$ cat config.mk
export PLATFORM = sky130hd
export DESIGN_NAME = cfg_chain_loader
export DESIGN_NICKNAME = d
export VERILOG_FILES = /design/src/rtl/cfg_pkg.sv /design/src/rtl/cfg_word_skid.sv /design/src/rtl/cfg_chain_loader.sv
export SDC_FILE = /design/constraint.sdc
export NUM_CORES = 1
export LEC_CHECK = 0
export BUFFER_PORTS_ARGS = -buffer_cell sky130_fd_sc_hd__buf_4
export CAP_MARGIN = 10
export CORE_UTILIZATION = 40
export CTS_BUF_LIST = sky130_fd_sc_hd__clkbuf_16
export DETAILED_ROUTE_END_ITERATION = 7
export SYNTH_ARGS = -nofsm -noshare
export SYNTH_HDL_FRONTEND = slang
export SYNTH_SLANG_ARGS = --single-unit
$ cat constraint.sdc
create_clock -name i_clk -period 2.82 [get_ports i_clk]
set_input_delay 0.423 -clock i_clk [delete_from_list [all_inputs] [get_ports i_clk]]
set_output_delay 0.423 -clock i_clk [all_outputs]
set_load 0.01 [all_outputs]
$ cat src/rtl/cfg_pkg.sv
// Shared helpers and state encoding for the configuration chain loader.
package cfg_pkg;

  function automatic int clog2(input int v);
    int r;
    r = 0;
    while ((1 << r) < v) r = r + 1;
    return r;
  endfunction

  // Bits needed to hold 0..max_val, never less than one.
  function automatic int cnt_w(input int max_val);
    return (clog2(max_val + 1) < 1) ? 1 : clog2(max_val + 1);
  endfunction

  function automatic int nwords(input int chain_len, input int word_w);
    return (chain_len + word_w - 1) / word_w;
  endfunction

  typedef enum logic [1:0] {IDLE, SHIFT, COMMIT, DONE} state_e;

endpackage

$ cat src/rtl/cfg_word_skid.sv
// One-entry word buffer with valid/ready on both sides and a synchronous flush.
module cfg_word_skid #(
  parameter int W = 16
) (
  input  logic         i_clk,
  input  logic         i_rst,
  input  logic         i_flush,
  input  logic         i_in_vld,
  output logic         o_in_rdy,
  input  logic [W-1:0] i_in_dat,
  output logic         o_out_vld,
  input  logic         i_out_rdy,
  output logic [W-1:0] o_out_dat
);

  logic         r_full;
  logic [W-1:0] r_dat;

  assign o_in_rdy  = !r_full;
  assign o_out_vld = r_full;
  assign o_out_dat = r_dat;

  always_ff @(posedge i_clk or negedge i_rst) begin
    if (!i_rst) begin
      r_full <= 1'b0;
      r_dat  <= '0;
    end else if (i_flush) begin
      r_full <= 1'b0;
    end else if (i_in_vld && !r_full) begin
      r_full <= 1'b1;
      r_dat  <= i_in_dat;
    end else if (r_full && i_out_rdy) begin
      r_full <= 1'b0;
    end
  end

endmodule

$ cat src/rtl/cfg_chain_loader.sv
// Serialises framed config words LSB-first into the switch-block chain and strobes set_in
// once all CHAIN_LEN bits are in; malformed or aborted frames are never committed.
module cfg_chain_loader
  import cfg_pkg::*;
#(
  parameter int CHAIN_LEN = 40,
  parameter int WORD_W    = 16
) (
  input  logic              i_clk,
  input  logic              i_rst,
  input  logic              i_cfg_valid,
  output logic              o_cfg_ready,
  input  logic [WORD_W-1:0] i_cfg_data,
  input  logic              i_cfg_last,
  input  logic              i_abort,
  output logic              o_cen,
  output logic              o_shift_in,
  output logic              o_set_in,
  output logic              o_busy,
  output logic              o_done,
  output logic              o_err
);

  localparam int NW  = nwords(CHAIN_LEN, WORD_W);
  localparam int BW  = cnt_w(CHAIN_LEN - 1);
  localparam int WBW = cnt_w(WORD_W - 1);
  localparam int NWW = cnt_w(NW);

  state_e            r_state, w_state_nxt;
  logic [WORD_W-1:0] r_sh;
  logic              r_sh_vld;
  logic [BW-1:0]     r_bit_cnt;
  logic [WBW-1:0]    r_wbit;
  logic [NWW-1:0]    r_word_cnt;
  logic              r_err;

  logic              w_buf_vld, w_buf_in_rdy, w_buf_push, w_buf_pop, w_flush;
  logic [WORD_W-1:0] w_buf_dat;
  logic              w_acc, w_len_err, w_final_bit, w_word_end, w_sh_free, w_frame_open;

  assign o_cen       = (r_state == SHIFT) && r_sh_vld;
  assign o_shift_in  = o_cen && r_sh[0];
  assign o_err       = r_err;
  assign w_final_bit = o_cen && (r_bit_cnt == BW'(CHAIN_LEN - 1));
  assign w_word_end  = o_cen && (r_wbit == WBW'(WORD_W - 1)) && !w_final_bit;
  assign w_sh_free   = !r_sh_vld || w_word_end;

  // Once the final word of a frame is taken, hold off the next frame until IDLE.
  assign w_frame_open = (r_state == IDLE) || ((r_state == SHIFT) && (r_word_cnt != NWW'(NW)));
  assign o_cfg_ready  = w_buf_in_rdy && w_frame_open && !i_abort;
  assign w_acc        = i_cfg_valid && o_cfg_ready;
  assign w_len_err    = w_acc && (i_cfg_last ? (r_word_cnt < NWW'(NW - 1))
                                             : (r_word_cnt == NWW'(NW - 1)));

  assign w_buf_push = w_acc && !w_len_err && !w_sh_free;
  assign w_buf_pop  = (r_state == SHIFT) && w_sh_free && !w_final_bit && !i_abort;
  assign w_flush    = i_abort || w_len_err;

  cfg_word_skid #(.W(WORD_W)) u_skid (
    .i_clk     (i_clk),
    .i_rst     (i_rst),
    .i_flush   (w_flush),
    .i_in_vld  (w_buf_push),
    .o_in_rdy  (w_buf_in_rdy),
    .i_in_dat  (i_cfg_data),
    .o_out_vld (w_buf_vld),
    .i_out_rdy (w_buf_pop),
    .o_out_dat (w_buf_dat)
  );

  always_ff @(posedge i_clk or negedge i_rst) begin
    if (!i_rst) r_state <= IDLE;
    else        r_state <= w_state_nxt;
  end

  always_comb begin
    w_state_nxt = r_state;
    o_set_in    = 1'b0;
    o_done      = 1'b0;
    o_busy      = 1'b0;
    case (r_state)
      IDLE:   if (w_acc && !w_len_err) w_state_nxt = SHIFT;
      SHIFT: begin
        o_busy = 1'b1;
        if (w_len_err)        w_state_nxt = IDLE;
        else if (w_final_bit) w_state_nxt = COMMIT;
      end
      COMMIT: begin
        o_busy      = 1'b1;
        o_set_in    = 1'b1;
        w_state_nxt = DONE;
      end
      DONE: begin
        o_done      = 1'b1;
        w_state_nxt = IDLE;
      end
      default: w_state_nxt = IDLE;
    endcase
    if (i_abort) w_state_nxt = IDLE;
  end

  always_ff @(posedge i_clk or negedge i_rst) begin
    if (!i_rst) begin
      r_sh       <= '0;
      r_sh_vld   <= 1'b0;
      r_bit_cnt  <= '0;
      r_wbit     <= '0;
      r_word_cnt <= '0;
      r_err      <= 1'b0;
    end else if (w_state_nxt == IDLE) begin
      r_sh_vld   <= 1'b0;
      r_bit_cnt  <= '0;
      r_wbit     <= '0;
      r_word_cnt <= '0;
      if (w_len_err) r_err <= 1'b1;
    end else begin
      if (w_acc)                      r_word_cnt <= r_word_cnt + NWW'(1);
      if (w_acc && r_state == IDLE)   r_err      <= 1'b0;
      if (o_cen) begin
        r_sh      <= r_sh >> 1;
        r_bit_cnt <= r_bit_cnt + BW'(1);
        r_wbit    <= r_wbit + WBW'(1);
      end
      // A buffered word takes priority; a fresh word bypasses the buffer when it is empty.
      if (w_final_bit) begin
        r_sh_vld <= 1'b0;
      end else if (w_sh_free) begin
        if (w_buf_vld) begin
          r_sh     <= w_buf_dat;
          r_sh_vld <= 1'b1;
          r_wbit   <= '0;
        end else if (w_acc) begin
          r_sh     <= i_cfg_data;
          r_sh_vld <= 1'b1;
          r_wbit   <= '0;
        end else begin
          r_sh_vld <= 1'b0;
        end
      end
    end
  end

endmodule

# After elaboration in Yosys (flattened, before gate mapping)

Cells that the tools add are included.

Bits of input ports: 21
Flip-flop bits (word level): 49
Word-level logic and storage cells: 94
Output and inout bits: 7

Reduce and logical (&&, ||, !) cells: 37
Mux-type cells: 35
Eq/ne operators: 8
Order comparisons: 1
Bitwise logic cells: 1
Add/sub/neg operators: 3

Operators by type and width:

| kind                                                            | number |
|---|---|
| 16-bit two-way mux                                              | 5 |
| 4-bit two-way mux                                               | 6 |
| 1-bit logical AND                                               | 18 |
| 1-bit two-way mux                                               | 15 |
| 2-bit two-way mux                                               | 6 |
| 6-bit two-way mux                                               | 2 |
| 2-bit one-hot mux with 4 select lines                           | 1 |
| 6-bit by 1-bit adder with 6-bit output, second input constant   | 1 |
| 2-bit == test, second input constant                            | 3 |
| 6-bit == test, second input constant                            | 1 |
| 1-bit logical NOT                                               | 6 |
| 2-bit nonzero test                                              | 3 |
| 3-bit nonzero test                                              | 2 |
| 4-bit by 1-bit adder with 4-bit output, second input constant   | 1 |
| 4-bit == test, second input constant                            | 1 |
| 2-bit logical NOT                                               | 2 |
| 2-bit != test, second input constant                            | 2 |
| 2-bit AND reduction                                             | 2 |
| 1-bit logical OR                                                | 3 |
| 2-bit by 1-bit adder with 2-bit output, second input constant   | 1 |
| 2-bit by 1-bit == test with 1-bit output, second input constant | 1 |
| 2-bit less-than comparator, second input constant               | 1 |
| 2-bit OR reduction                                              | 1 |
| 1-bit NOT                                                       | 1 |

# Depth between registers and ports, before layout

Depth in word-level cells: 15
Gate-level depth with buffers: 10
Depth with buffers taken out: 9

# Cells and area by module

A second synthesis with hierarchy kept.

Cells, all modules: 274
Area total of the unflattened synthesis: 2,902.8 µm²

By module, submodules not included:

| module           | times used | seq. area each (µm²) | cells an instance | area an instance (µm²) |
|---|---|---|---|---|
| cfg_chain_loader | 1          | 800.8                | 236               | 2,252.2 |
| cfg_word_skid    | 1          | 425.4                | 38                | 650.6 |

# Worst setup path before layout

Ideal clock, no wire load.

Path type: register -> register
Start: register r_state[1]
End: register u_skid.r_dat[0] (netlist: u_skid.o_out_dat[0])
Period minus slack after synthesis: 2.299 ns
Buffers on the path: 1
Setup slack: 0.521 ns
Cell stages (with the launch flop): 11
Data required time: 2.695 ns
Data arrival time: 2.174 ns
Setup time: 0.125 ns
Cell sequence: dfrtp_1 inv_1 ha_1 nand2_1 inv_2 nand2_1 o31ai_2 inv_2 nand3_4 buf_6 mux2_4

Elaborated cells between the ends (all ways): 22
Classes of those cells: eq/ne (1); bitwise (1); reduce/logical (20)

RTL lines:

| item                                       | RTL line               | source |
|---|---|---|
| start: declaration                         | cfg_chain_loader.sv:29 | `state_e r_state, w_state_nxt;` |
| start signal: assignment                   | cfg_chain_loader.sv:73 | `else r_state <= w_state_nxt;` |
| 2-bit by 1-bit == test with 1-bit output * | cfg_chain_loader.sv:41 | `assign o_cen = (r_state == SHIFT) && r_sh_vld;` |
| 1-bit logical AND *                        | cfg_chain_loader.sv:41 |  |
| net o_cen                                  | cfg_chain_loader.sv:16 | `output logic o_cen,` |
| 1-bit logical AND                          | cfg_chain_loader.sv:44 | `assign w_final_bit = o_cen && (r_bit_cnt == BW'(CHAIN_LEN - 1));` |
| 1-bit logical NOT                          | cfg_chain_loader.sv:45 | `assign w_word_end = o_cen && (r_wbit == WBW'(WORD_W - 1)) && !w_final_bit;` |
| 1-bit logical AND *                        | cfg_chain_loader.sv:45 |  |
| 1-bit logical OR *                         | cfg_chain_loader.sv:46 | `assign w_sh_free = !r_sh_vld \|\| w_word_end;` |
| 1-bit logical NOT *                        | cfg_chain_loader.sv:55 | `assign w_buf_push = w_acc && !w_len_err && !w_sh_free;` |
| 1-bit logical AND *                        | cfg_chain_loader.sv:55 |  |
| 1-bit logical AND *                        | cfg_word_skid.sv:29    | `end else if (i_in_vld && !r_full) begin` |
| 2-bit AND reduction (no line) *            | --                     |  |
| end signal: assignment                     | cfg_word_skid.sv:31    | `r_dat <= i_in_dat;` |
| end: declaration                           | cfg_word_skid.sv:17    | `logic [W-1:0] r_dat;` |

The timed path passes the listed nets; every way through them passes the cells marked *.
A chain may end at the register's enable or synchronous reset.

# Final worst setup path

Start: register r_state[1]
End: register r_sh[1]

Word-level cells in the longest chain between the ends: 13
Elaborated cells between the ends (all ways): 29
Classes of those cells: eq/ne (3); mux (10); reduce/logical (16)

Ends and longest elaborated chain:

| item                                     | RTL line                                                               | source |
|---|---|---|
| 2-bit by 1-bit == test with 1-bit output | cfg_chain_loader.sv:41, cfg_chain_loader.sv:49, cfg_chain_loader.sv:81 |  |
| 1-bit logical AND                        | cfg_chain_loader.sv:49                                                 | `assign w_frame_open = (r_state == IDLE) \|\| ((r_state == SHIFT) && (r_word_cnt != NWW'(NW)));` |
| 1-bit logical OR                         | cfg_chain_loader.sv:49                                                 |  |
| 1-bit logical AND (2 in a row)           | cfg_chain_loader.sv:50                                                 | `assign o_cfg_ready = w_buf_in_rdy && w_frame_open && !i_abort;` |
| 1-bit logical AND                        | cfg_chain_loader.sv:51                                                 | `assign w_acc = i_cfg_valid && o_cfg_ready;` |
| 1-bit logical AND                        | cfg_chain_loader.sv:52                                                 | `assign w_len_err = w_acc && (i_cfg_last ? (r_word_cnt < NWW'(NW - 1))` |
| 1-bit logical NOT                        | cfg_chain_loader.sv:82                                                 | `IDLE: if (w_acc && !w_len_err) w_state_nxt = SHIFT;` |
| 1-bit logical AND                        | cfg_chain_loader.sv:82                                                 |  |
| 2-bit two-way mux                        | cfg_chain_loader.sv:82                                                 |  |
| 2-bit one-hot mux with 4 select lines    | cfg_chain_loader.sv:81                                                 | `case (r_state)` |
| 2-bit two-way mux                        | cfg_chain_loader.sv:99                                                 | `if (i_abort) w_state_nxt = IDLE;` |
| 2-bit logical NOT                        | cfg_chain_loader.sv:110                                                | `end else if (w_state_nxt == IDLE) begin` |
| end signal: assignment                   | cfg_chain_loader.sv:120                                                | `r_sh <= r_sh >> 1;` |
| end signal: assignment                   | cfg_chain_loader.sv:129                                                | `r_sh <= w_buf_dat;` |
| end signal: assignment                   | cfg_chain_loader.sv:133                                                | `r_sh <= i_cfg_data;` |
| end: declaration                         | cfg_chain_loader.sv:30                                                 | `logic [WORD_W-1:0] r_sh;` |

Parallel ways exist; a longest one is shown, timed or not.

==> results.sh <==
export IMPL_ys_warnings_count=0
export IMPL_antenna_found_initial=0
export IMPL_synth_distinct_cells=46
export IMPL_reg2reg_slack_ns=0.27
export IMPL_antennaDiodeCount=0
export IMPL_coreArea_um2=6096
export IMPL_synth_top_family_by_area="compound AO/OA/AOI/OAI gates"
export IMPL_async_flop_share_pct=100.0
export IMPL_dieWidth_um=82.49
export IMPL_post_route_drc_count=0
export IMPL_htree_levels=2
export IMPL_worstMarginPinSlew_ns=0.6065
export IMPL_rows=28
export IMPL_critPathCaptureType="register"
export IMPL_critical_path_max_fanout=15
export IMPL_firstDrtPassIters=4
export IMPL_drive_above_1_share_pct=28.29
export IMPL_clkLatencyLatePin_ns=0.29
export IMPL_nFillCells=580
export IMPL_synth_xor_area_share_pct=3.042
export IMPL_criticalPathCategory="register to register"
export IMPL_drv_cap=0
export IMPL_drt_iter0_markers=75
export IMPL_final_cell_mix="49 x dfrtp_1, 35 x buf_4, 16 x a22o_1"
export IMPL_cts_buffers=5
export IMPL_layout_commonest_cell="dfrtp_1"
export IMPL_cp_start_kind="register"
export IMPL_ant_nets=0
export IMPL_power_density_nw_per_um2=531.2
export IMPL_reg2reg_depth=8
export IMPL_ios=28
export IMPL_r2r_end="r_sh[1]"
export IMPL_synth_simple_gate_area_share_pct=8.933
export IMPL_fin_crit_sh_pct=90.58
export IMPL_finalSetupTns_ns=0
export IMPL_skew_ns=0.01153
export IMPL_grt_ovfl_total=0
export IMPL_ys_ff_latch=49
export IMPL_cts_buffer_depth=2
export IMPL_die_h_um=82.49
export IMPL_outcome="completed"
export IMPL_synth_fa_ha_area_share_pct=4.346
export IMPL_holdCritPathClass="input port to async pin"
export IMPL_drt_wirelength_per_cell_um=16.17
export IMPL_grt_pass1_wl_mm=8.845
export IMPL_vdd_drop_max_v=0.0003416
export IMPL_num_vias=1838
export IMPL_synthCells=219
export IMPL_grt_max_degree=50
export IMPL_port_buffers=27
export IMPL_fin_cells=326
export IMPL_mappedNetlistArea_um2=2591
export IMPL_power_uw=1634
export IMPL_dp_cells=318
export IMPL_maxSlewViolCount=0
export IMPL_start_util_pct=42.51
export IMPL_routed_wirelength_mm=5.270
export IMPL_synth_nets=249
export IMPL_relSlewSlack_pct=58.41
export IMPL_grt_pass1_vias=1835
export IMPL_clk_pin_slew_ns=0.07
export IMPL_cts_tree="done"
export IMPL_cts_hold_buffers=0
export IMPL_yosysSeqAreaShare_pct=47.32
export IMPL_period_minus_slack_ns=2.554
export IMPL_synthMuxAreaShare_pct=8.643
export IMPL_arrival_ns=2.72
export IMPL_clock_sinks=49
export IMPL_syn_to_final_growth_pct=18.73
export IMPL_crit_required_ns=2.98
export IMPL_synthFlopType="dfrtp_1"
export IMPL_hpwl_mm=3.533
export IMPL_setup_viol_count_final=0
export IMPL_rsz0062_at_grt="no"
export IMPL_leakagePower_uw=0.001404
export IMPL_synth_compound_area_share_pct=24.00
export IMPL_synth_avg_cell_area_um2=11.83
export IMPL_drt_vias_per_instance=5.638
export IMPL_r2r_start="r_state[1]"
export IMPL_grt_usage_pct=17.40
export IMPL_synth_edf_count=0
export IMPL_fmax_mhz=391.5
export IMPL_final_nets=280
export IMPL_finalHoldViolCount=0
export IMPL_gp_congestion=0.8398
export IMPL_fp_dieArea_um2=6804
export IMPL_clock_root_buffer="clkbuf_16"
metrics by stage:
stage | instance area (um2) | hold slack [ns] | setup WS, ns | utilization [%]
floorplan | 2591 | 0.1274 | 0.5209 | -
CTS | 3062 | 0.1783 | 0.1411 | 50.23
finish | 3077 | 0.1386 | 0.2657 | 50.47
global route | 3077 | 0.2126 | 0.007082 | 50.47
global placement | 2893 | 0.4731 | 0.2614 | 47.45
detailed placement | 2893 | 0.4779 | 0.1987 | 47.45
power breakdown:
part / switching [uW] / internal [uW]
Combinational: 72.3 / 86.6
Clock: 265 / 420
Sequential: 33.8 / 757
Total: 371 / 1260
flip-flops by register name (all words and copies together) (netlist names):
| name | flops |
|---|---|
| r_sh | 16 |
| u_skid.o_out_dat | 16 |
| u_skid.o_out_vld | 1 |
| r_sh_vld | 1 |
| r_bit_cnt | 6 |
| r_state | 2 |
| r_word_cnt | 2 |
| o_err | 1 |
| r_wbit | 4 |
cell families after synthesis:
logic type / Yosys count
muxes: 17
DFF: 49
buffers and inverters: 22
and+or+nand+nor: 43
xor gates and xnor gates: 9
AOI/OAI and AO/OA: 70
adders and majority gates: 9
critical path, cell delays in order, from the launching register on:
cell       delay [ns]
dfrtp_1          0.42
inv_1            0.13
ha_1             0.30
nand4_1          0.17
nor4b_4          0.45
o311ai_2         0.17
o2bb2ai_4        0.25
o2111ai_4        0.30
o2bb2ai_1        0.22
per-layer routing:
layer	up-vias	share of wire, %	GRT usage (%)
met4	0	1.4	4.912
met5	-	0	0
li1	886	-	-
met2	34	47	28.76
met3	9	3.5	2.967
met1	909	48	23.38
worst max path at each step:
stage	start	endpoint	slack [ns]	depth (start not counted)
floorplan	r_state[1]	u_skid.o_out_dat[0]	0.52	10
global placement	r_state[1]	r_sh[3]	0.26	9
detailed placement	r_state[1]	r_sh[1]	0.20	8
CTS	r_state[1]	r_sh[0]	0.14	8
global route	r_state[1]	r_sh[2]	0.007	9
finish	r_state[1]	r_sh[1]	0.27	8
area by class of cell:
| type | count | area [um2] | share of cell area [%] |
|---|---|---|---|
| Multi-Input combinational cell | 148 | 1284 | 41.72 |
| Sequential cell | 49 | 1226 | 39.85 |
| Timing Repair Buffer | 35 | 262.8 | 8.540 |
| Clock buffer | 5 | 125.1 | 4.067 |
| Tap cell | 75 | 93.84 | 3.050 |
| Clock inverter | 3 | 43.79 | 1.423 |
| Inverter | 11 | 41.29 | 1.342 |
repair_timing:
item | 4_1_cts | 5_1_grt
endpoints found under the setup margin | 0 | 21
setup buffers | 0 | 0
resized for setup | 0 | 2
synth_stat cells, types with 2 or more instances:
cell	instances	area share (%)
nor3_1	2	0.39
ha_1	9	4.3
o21bai_1	2	0.58
inv_2	2	0.29
clkbuf_1	4	0.58
xnor2_1	3	1.0
nor2_1	10	1.4
and3_1	4	0.97
inv_1	9	1.3
mux2_4	9	5.2
nand2_1	15	2.2
dfrtp_1	49	47
a22oi_1	15	4.3
a21oi_1	2	0.39
buf_2	5	0.97
a22o_1	16	5.4
xor2_1	6	2.0
nor2b_1	2	0.48
o2bb2ai_1	15	5.1
mux2_2	7	3.0
o21ai_0	2	0.39
nand4_1	4	0.97
a211oi_1	4	1.2
(Power assumes the default switching activity.)
